<file path="src/rtl/lsu_pkg.sv">
// -----------------------------------------------------------------------------
// lsu_pkg
// Shared definitions for the load/store unit:
//   - RV32I funct3 width codes for loads and stores
//   - FSM state encoding
//   - is_fault(): legality check applied to a request at accept time
// -----------------------------------------------------------------------------
package lsu_pkg;

  // Load width codes
  localparam logic [2:0] F3_LB  = 3'b000;
  localparam logic [2:0] F3_LH  = 3'b001;
  localparam logic [2:0] F3_LW  = 3'b010;
  localparam logic [2:0] F3_LBU = 3'b100;
  localparam logic [2:0] F3_LHU = 3'b101;

  // Store width codes
  localparam logic [2:0] F3_SB  = 3'b000;
  localparam logic [2:0] F3_SH  = 3'b001;
  localparam logic [2:0] F3_SW  = 3'b010;

  typedef enum logic [2:0] {
    IDLE  = 3'd0,
    READ  = 3'd1,
    DATA  = 3'd2,
    WRITE = 3'd3,
    FAULT = 3'd4
  } lsu_state_t;

  // Misaligned halfword/word accesses and unused funct3 codes are faults.
  function automatic logic is_fault(input logic       we,
                                    input logic [2:0] funct3,
                                    input logic [1:0] addr_lo);
    logic f;
    f = 1'b0;
    if (we) begin
      case (funct3)
        F3_SB:   f = 1'b0;
        F3_SH:   f = addr_lo[0];
        F3_SW:   f = |addr_lo;
        default: f = 1'b1;
      endcase
    end else begin
      case (funct3)
        F3_LB, F3_LBU: f = 1'b0;
        F3_LH, F3_LHU: f = addr_lo[0];
        F3_LW:         f = |addr_lo;
        default:       f = 1'b1;
      endcase
    end
    return f;
  endfunction

endpackage

</file>
<file path="src/rtl/lsu_lane.sv">
// -----------------------------------------------------------------------------
// lsu_lane
// Purely combinational byte-lane logic for the load/store unit.
//   i_funct3     : width code of the access in flight
//   i_addr_lo    : byte offset within the word
//   i_rdata      : word read from memory
//   i_wdata      : store data (LSBs used for SB/SH)
//   o_load_data  : addressed lane, sign/zero extended per funct3
//   o_merge_data : i_rdata with the store lane(s) replaced by store data
// -----------------------------------------------------------------------------
module lsu_lane
  import lsu_pkg::*;
(
  input  logic [2:0]  i_funct3,
  input  logic [1:0]  i_addr_lo,
  input  logic [31:0] i_rdata,
  input  logic [31:0] i_wdata,
  output logic [31:0] o_load_data,
  output logic [31:0] o_merge_data
);

  logic [7:0]  w_byte;
  logic [15:0] w_half;

  always_comb begin
    w_byte = i_rdata[7:0];
    case (i_addr_lo)
      2'd0:    w_byte = i_rdata[7:0];
      2'd1:    w_byte = i_rdata[15:8];
      2'd2:    w_byte = i_rdata[23:16];
      default: w_byte = i_rdata[31:24];
    endcase
  end

  assign w_half = i_addr_lo[1] ? i_rdata[31:16] : i_rdata[15:0];

  always_comb begin
    o_load_data = i_rdata;
    case (i_funct3)
      F3_LB:   o_load_data = {{24{w_byte[7]}}, w_byte};
      F3_LBU:  o_load_data = {24'd0, w_byte};
      F3_LH:   o_load_data = {{16{w_half[15]}}, w_half};
      F3_LHU:  o_load_data = {16'd0, w_half};
      default: o_load_data = i_rdata;
    endcase
  end

  // Each byte lane independently chooses memory data or store data.
  // SH feeds wdata[7:0] to the even lane and wdata[15:8] to the odd lane.
  genvar gi;
  generate
    for (gi = 0; gi < 4; gi++) begin : g_lane
      localparam logic [1:0] LANE = 2'(gi);
      logic       w_sel;
      logic [7:0] w_src;

      assign w_sel = (i_funct3 == F3_SW) ||
                     ((i_funct3 == F3_SB) && (i_addr_lo == LANE)) ||
                     ((i_funct3 == F3_SH) && (i_addr_lo[1] == LANE[1]));

      assign w_src = (i_funct3 == F3_SB) ? i_wdata[7:0] :
                     (i_funct3 == F3_SH) ? i_wdata[8*(gi%2) +: 8] :
                                           i_wdata[8*gi +: 8];

      assign o_merge_data[8*gi +: 8] = w_sel ? w_src : i_rdata[8*gi +: 8];
    end
  endgenerate

endmodule

</file>
<file path="src/rtl/load_store_unit.sv">
// -----------------------------------------------------------------------------
// load_store_unit
// RV32I load/store unit in front of a unified word-wide memory with a
// registered read port. One access in flight at a time.
//   clk, rst_n                 : clock, asynchronous active-low reset
//   req_valid/req_ready        : request handshake (ready only when idle)
//   req_we, req_funct3         : store flag and RV32I width code
//   req_addr, req_wdata        : byte address and store data
//   rsp_valid/rsp_rdata/rsp_fault : one-cycle completion pulse with result
//   mem_addr, mem_write_en, mem_write_data, mem_read_data : memory port
// Latencies from the accept edge: SW/fault 1, loads 2, SB/SH 3
// (read-modify-write).
// -----------------------------------------------------------------------------
module load_store_unit
  import lsu_pkg::*;
(
  input  logic        clk,
  input  logic        rst_n,
  input  logic        req_valid,
  output logic        req_ready,
  input  logic        req_we,
  input  logic [2:0]  req_funct3,
  input  logic [31:0] req_addr,
  input  logic [31:0] req_wdata,
  output logic        rsp_valid,
  output logic [31:0] rsp_rdata,
  output logic        rsp_fault,
  output logic [31:0] mem_addr,
  output logic        mem_write_en,
  output logic [31:0] mem_write_data,
  input  logic [31:0] mem_read_data
);

  lsu_state_t  r_state;
  logic        r_we;
  logic [2:0]  r_funct3;
  logic [1:0]  r_addr_lo;
  logic [31:0] r_wdata;
  logic [31:0] r_mem_addr;
  logic        r_mem_we;
  logic [31:0] r_mem_wdata;
  logic        r_rsp_valid;
  logic        r_rsp_fault;

  logic [31:0] w_load_data;
  logic [31:0] w_merge_data;

  lsu_lane u_lane (
    .i_funct3     (r_funct3),
    .i_addr_lo    (r_addr_lo),
    .i_rdata      (mem_read_data),
    .i_wdata      (r_wdata),
    .o_load_data  (w_load_data),
    .o_merge_data (w_merge_data)
  );

  always_ff @(posedge clk or negedge rst_n) begin
    if (!rst_n) begin
      r_state     <= IDLE;
      r_we        <= 1'b0;
      r_funct3    <= 3'd0;
      r_addr_lo   <= 2'd0;
      r_wdata     <= 32'd0;
      r_mem_addr  <= 32'd0;
      r_mem_we    <= 1'b0;
      r_mem_wdata <= 32'd0;
      r_rsp_valid <= 1'b0;
      r_rsp_fault <= 1'b0;
    end else begin
      // Pulse outputs default low; each state sets them for the next cycle.
      r_mem_we    <= 1'b0;
      r_rsp_valid <= 1'b0;
      r_rsp_fault <= 1'b0;
      case (r_state)
        IDLE: begin
          if (req_valid) begin
            r_we       <= req_we;
            r_funct3   <= req_funct3;
            r_addr_lo  <= req_addr[1:0];
            r_wdata    <= req_wdata;
            r_mem_addr <= {req_addr[31:2], 2'b00};
            if (is_fault(req_we, req_funct3, req_addr[1:0])) begin
              r_state     <= FAULT;
              r_rsp_valid <= 1'b1;
              r_rsp_fault <= 1'b1;
            end else if (req_we && (req_funct3 == F3_SW)) begin
              // Full-word store needs no read: write straight away.
              r_state     <= WRITE;
              r_mem_we    <= 1'b1;
              r_mem_wdata <= req_wdata;
              r_rsp_valid <= 1'b1;
            end else begin
              r_state <= READ;
            end
          end
        end
        READ: begin
          // Memory samples mem_addr on this edge; data is valid in DATA.
          r_state     <= DATA;
          r_rsp_valid <= !r_we;
        end
        DATA: begin
          if (r_we) begin
            r_state     <= WRITE;
            r_mem_we    <= 1'b1;
            r_mem_wdata <= w_merge_data;
            r_rsp_valid <= 1'b1;
          end else begin
            r_state <= IDLE;
          end
        end
        WRITE:   r_state <= IDLE;
        FAULT:   r_state <= IDLE;
        default: r_state <= IDLE;
      endcase
    end
  end

  assign req_ready      = (r_state == IDLE);
  assign rsp_valid      = r_rsp_valid;
  assign rsp_fault      = r_rsp_fault;
  assign mem_addr       = r_mem_addr;
  assign mem_write_en   = r_mem_we;
  assign mem_write_data = r_mem_wdata;
  // Load data comes straight from the registered memory output in DATA.
  assign rsp_rdata      = ((r_state == DATA) && !r_we) ? w_load_data : 32'd0;

endmodule

</file>
<file path="config.mk">
export PLATFORM = sky130hd
export DESIGN_NAME = load_store_unit
export DESIGN_NICKNAME = d
export VERILOG_FILES = /design/src/rtl/lsu_pkg.sv /design/src/rtl/lsu_lane.sv /design/src/rtl/load_store_unit.sv
export SDC_FILE = /design/constraint.sdc
export NUM_CORES = 1
export LEC_CHECK = 0
export ABC_CLOCK_PERIOD_IN_PS = 1600
export BUFFER_PORTS_ARGS = -buffer_cell sky130_fd_sc_hd__clkbuf_2
export CAP_MARGIN = 25
export CORE_MARGIN = 10
export CORE_UTILIZATION = 45
export DETAILED_ROUTE_END_ITERATION = 16
export MAX_ROUTING_LAYER = met4
export PLACE_DENSITY = 0.76
export SLEW_MARGIN = 20
export SYNTH_ARGS = -nofsm -noshare
export SYNTH_HDL_FRONTEND = slang
export SYNTH_SLANG_ARGS = --single-unit
</file>
<file path="constraint.sdc">
create_clock -name clk -period 1.6 [get_ports clk]
set_input_delay 0.16 -clock clk [delete_from_list [all_inputs] [get_ports clk]]
set_output_delay 0.16 -clock clk [all_outputs]
set_load 0.01 [all_outputs]
</file>
== After elaboration in Yosys (flattened, before gate mapping) ==
Index checks and enable logic that the tools add are counted.

* Input bits: 103
* Output and inout bits: 100
* Register bits after elaboration: 106
* Word-level logic and storage cells: 94

* Bitwise operators: 1
* Reduce and logical (&&, ||, !) cells: 27
* Muxes and demuxes: 39
* Equal/unequal tests: 17

{| class="wikitable"
|+ Operator list
! cell !! count
|-
| $mux W32 || 5
|-
| $pmux W32 S4 || 1
|-
| $mux W8 || 9
|-
| $pmux W32 S2 || 1
|-
| $pmux W8 S3 || 1
|-
| $mux W16 || 1
|-
| $eq A3 B3 Y1 const B || 4
|-
| $mux W1 || 12
|-
| $eq A3 B1 Y1 const B || 3
|-
| $eq A3 B2 Y1 const B || 3
|-
| $logic_not A3 Y1 || 3
|-
| $pmux W1 S3 || 3
|-
| $pmux W3 S3 || 1
|-
| $logic_and A1 B1 Y1 || 8
|-
| $logic_or A1 B1 Y1 || 8
|-
| $mux W3 || 2
|-
| $ne A2 B2 Y1 const B || 3
|-
| $reduce_or A2 Y1 || 3
|-
| $reduce_and A5 Y1 || 1
|-
| $eq A2 B2 Y1 const B || 2
|-
| $mux W2 || 2
|-
| $eq A2 B1 Y1 const B || 1
|-
| $logic_not A2 Y1 || 1
|-
| $ne A2 B1 Y1 const B || 1
|-
| other kinds (5) || 5
|}

== Longest topological paths before layout ==
* Depth in word-level cells: 9
* Mapped depth: 9
* Gate-level depth less buffers: 6

== Hierarchy ==
From an unflattened synthesis, not the netlist that was laid out.

* Cells, all modules: 548
* Area total of the unflattened synthesis: 6194.7 µm²

{| class="wikitable"
|+ Modules (own cells, without submodules)
! module !! sequential area each (µm²) !! times used !! cells an instance !! area each (µm²)
|-
| load_store_unit || 2652.5 || 1 || 315 || 4640.7
|-
| lsu_lane || 0.0 || 1 || 233 || 1554.0
|}

== Worst setup path before layout ==
No wires, ideal clock.

* Path kind: reg2out
* Start point: register r_state[0]
* End point: output rsp_rdata[7]
* Arrival time: 1724 ps
* Path buffers: 2
* Data required time: 1440 ps
* Slack: -284 ps
* Cell stages (with the launch flop): 6
* Path through: dfrtp_1 -> buf_2 -> nor3b_4 -> nand2b_1 -> buf_2 -> a2111oi_0

* Longest elaborated chain between the ends: 3

{| class="wikitable"
|+ Ends and longest elaborated chain
! what !! line !! RTL
|-
| start, declared || load_store_unit.sv:34 || <nowiki>lsu_state_t r_state;</nowiki>
|-
| start signal, assigned || load_store_unit.sv:59 || <nowiki>r_state <= IDLE;</nowiki>
|-
| start signal, assigned || load_store_unit.sv:83 || <nowiki>r_state <= FAULT;</nowiki>
|-
| start signal, assigned || load_store_unit.sv:88 || <nowiki>r_state <= WRITE;</nowiki>
|-
| $eq A3 B2 Y1 || load_store_unit.sv:126 || <nowiki>assign rsp_rdata = ((r_state == DATA) && !r_we) ? w_load_data : 32'd0;</nowiki>
|-
| $logic_and A1 B1 Y1 || load_store_unit.sv:126 ||
|-
| $mux W32 || load_store_unit.sv:126 ||
|-
| end, declared || load_store_unit.sv:26 || <nowiki>output logic [31:0] rsp_rdata,</nowiki>
|}

Every way passes these cells.

== Worst setup path after layout ==
* Start point: register r_addr_lo[0]
* End point: output rsp_rdata[10]

* Longest elaborated chain between the ends: 4

{| class="wikitable"
|+ Ends and longest elaborated chain
! what !! line !! RTL
|-
| start, declared || load_store_unit.sv:37 || <nowiki>logic [1:0] r_addr_lo;</nowiki>
|-
| start signal, assigned || load_store_unit.sv:79 || <nowiki>r_addr_lo <= req_addr[1:0];</nowiki>
|-
| $eq A2 B2 Y1, or another cell as far along || lsu_lane.sv:27 || <nowiki>case (i_addr_lo)</nowiki>
|-
| $pmux W8 S3 * || lsu_lane.sv:27 ||
|-
| $pmux W32 S4 * || lsu_lane.sv:39 || <nowiki>case (i_funct3)</nowiki>
|-
| $mux W32 * || load_store_unit.sv:126 ||
|}

Mark *: on every way between the ends. The rest lies on a longest branch, timed or not.

==> results.yml <==
status:
  outcome: "finished with violations"
  violations: "negative hold slack, negative setup slack"
setup_path:
  required_ns: 1.44
  crit_family: "compound AO/OA/AOI/OAI gates"
  start_kind: "register"
  crit_chain: "mux4_2 -> nand2b_4 -> o21a_4 -> a221oi_2 -> buf_4 -> clkbuf_2"
  r2r_end: "mem_write_data[7]"
  cp_num_buf_inv: 2
  critPathArrivalTime_ns: 2.08
  r2r_cells: 9
  crit_path_start: "r_addr_lo[0]"
  cp-endpoint: "rsp_rdata[10]"
  slowest_stage: "dfrtp_1"
  cp_max_fo: 4
  max_stage_delay_ns: 0.40
  endpoint_kind: "primary output"
  r2r-start: "r_funct3[0]"
  crit_cells: 6
  r2r_slack_ns: -0.19
  path_class: "reg2out"
cells_and_area:
  fin_nets: 1064
  final_common_cell: "nand2_1"
  final_cells: 1134
  final_layout_size_suffix_gt1_frac: 0.4265
  fillCellCount: 854
  utilization: 0.7371
  layout_common_cells: "257 x nand2_1, 179 x clkbuf_2, 103 x dfrtp_1"
  regArea_mm2: 0.002656
  syn2layout_area_growth_pct: 59.12
  multi_input_area_mm2: 0.003277
  diodes: 0
yosys:
  syn_inst: 678
  synth_seq_cells: 106
  yosysSeqAreaShare: 0.4728
  yosysWarningCount: 0
  synth_ff_type: "dfrtp_1"
  synth-edff-count: 0
  async_reset_ff_frac: 1.000
  syn_area_mm2: 0.005610
  synth.distinct_cells: 43
  avgSynthCellArea_um2: 8.275
floorplan:
  row_count: 40
  start_util: 0.4632
  die_w_um: 131.7
  die_height_um: 131.7
  die-area_mm2: 0.01733
  ioPinCount: 203
  core_area_mm2: 0.01211
grt:
  use_met3: 0.07355
  grt-ovfl-total: 0
  grtUsageMet1: 0.2967
  antenna_found_initial: 0
  top_usage_layer: "met2"
  grt_pass1_wl_mm: 35.40
  met2_usage: 0.4337
  grt_usage: 0.2613
  grt_max_degree: 71
  grt_pass1_vias: 6542
timing:
  final-hold-violation-count: 1
  period_needed_ns: 2.244
  hold_ws_ns: -0.005803
  drv_slew: 0
  setup_viol: 63
  period_share: 1.403
  fin_ws_ns: -0.6443
  fin_skew_ns: 0.01194
  rsz0062_at_grt: "true"
  fmax_mhz: 445.6
route:
  remaining_drc_errors: 0
  via_per_inst: 5.612
  vias: 6364
  drtIter0Drc: 514
  ant_nets: 0
  wire_per_inst_um: 21.41
  drt_wl_total_mm: 24.28
  dr.pass1.iters: 5
placement:
  port_buffers: 200
  place_hpwl_mm: 15.25
  dp.cells: 1063
  gp_congestion: 0.9494
pwr:
  powerDensity_mw_per_mm2: 2023
  leakage_nw: 4.468
  ir_drop_v: 0.001443
  power_mw: 18.06
clock_network:
  clockBufferDepth: 2
  cts_buffers: 9
  worstSkewPairLatency_ns: 0.37
  cts_sinks: 106
  clk_pin_slew_worst_paths_ns: 0.07
  htree_levels: 3
  cts_tree: "yes"
  cts-root-buf: "clkbuf_16"
job:
  max-cap-violations: 0
hold_path:
  min-delay-start: "req_addr[4]"
  hp-class: "in2reg"
[cells in the mapped netlist (2+ instances only)]
cell      number  share of area
a21oi_1       37          0.033
a21oi_2        2         0.0031
a221oi_1       9          0.014
buf_1          7         0.0047
buf_2         10         0.0089
buf_4          5         0.0067
buf_6          4         0.0080
clkbuf_1      20          0.013
dfrtp_1      106           0.47
inv_1         26          0.017
mux2_2         9          0.018
mux2i_1       32          0.057
nand2_1      260           0.17
nand2b_1       4         0.0045
nand3_1       25          0.022
nor2_1        23          0.015
nor2_2         2         0.0022
nor2b_1        2         0.0022
nor3_1         9         0.0080
o211ai_1      40          0.054
o21ai_0       14          0.012
o21ai_1        4         0.0036
o22ai_1        8         0.0089
[report_power, final]
group          switching [mW]  internal, mW  total [mW]
Clock                    1.06          1.22        2.29
Combinational            5.95          4.77        10.7
Sequential               1.08          3.98        5.06
[cell families after synthesis]
| group | after synthesis | synth area share |
|---|---|---|
| AO/OA/AOI/OAI | 124 | 0.1470 |
| buffers and inverters | 73 | 0.05999 |
| flip-flops | 106 | 0.4728 |
| multiplexers | 42 | 0.07917 |
| other | 1 | 0.0006684 |
| AND/OR/NAND/NOR | 332 | 0.2404 |
[per-stage QoR]
stage	setup slack [ns]	cell area [um2]	TNS (ns)
after floorplan	-0.1011	5867	-2.459
after global placement	-0.2346	7427	-4.059
after detailed placement	-0.2516	7427	-4.718
after CTS	-0.5897	8567	-18.47
after global routing	-0.7010	8927	-23.26
final	-0.6443	8927	-19.73
[metal layers]
metal	routed length (um)	vias up
met5	0	-
met4	943	0
met3	2306	69
met2	12070	411
met1	8967	3032
li1	-	2852
[registers in the layout, indices dropped and copies added, names as in the netlist]
name and cells:
mem_write_data 32, r_wdata 32, mem_addr 30, r_funct3 3, r_state 3, r_addr_lo 2
mem_write_en 1, r_we 1, rsp_fault 1, rsp_valid 1
[worst reg2reg max path, stage by stage (launching register included)]
cell,delay (ns)
dfrtp_1,0.41
buf_6,0.13
nand2b_4,0.17
a21oi_4,0.21
buf_6,0.12
buf_6,0.09
nor2_4,0.03
buf_12,0.14
mux2i_2,0.15
o211ai_1,0.23
[worst min path at each step]
stage                              to  slack, ns  cells after the start
CTS                       mem_addr[4]     0.0007                      3
global route             mem_addr[25]      0.008                      3
floorplan                mem_addr[10]      -0.14                      0
finish                    mem_addr[4]     -0.006                      3
global placement    mem_write_data[1]       0.05                      1
detailed placement  mem_write_data[1]       0.05                      1
[repair_timing]
action / CTS / global route
gates cloned: 6 / 3
hold endpoints to repair: 112 / 0
resized for setup: 88 / 86
endpoints found under the setup margin: 56 / 133
hold buffers: 26 / 0
buffers inserted: 17 / 8
pin swaps: 17 / 50
[final cells by class]
type                    instances  share of cell area
clock buffers                  10             0.02565
well taps                     168             0.02355
repair buffers                317              0.2660
multi-input cells             500              0.3671
clock inverters                 6            0.007568
inverters                      27             0.01261
flip-flops and latches        106              0.2975
Power figures use the tool's default switching activity.
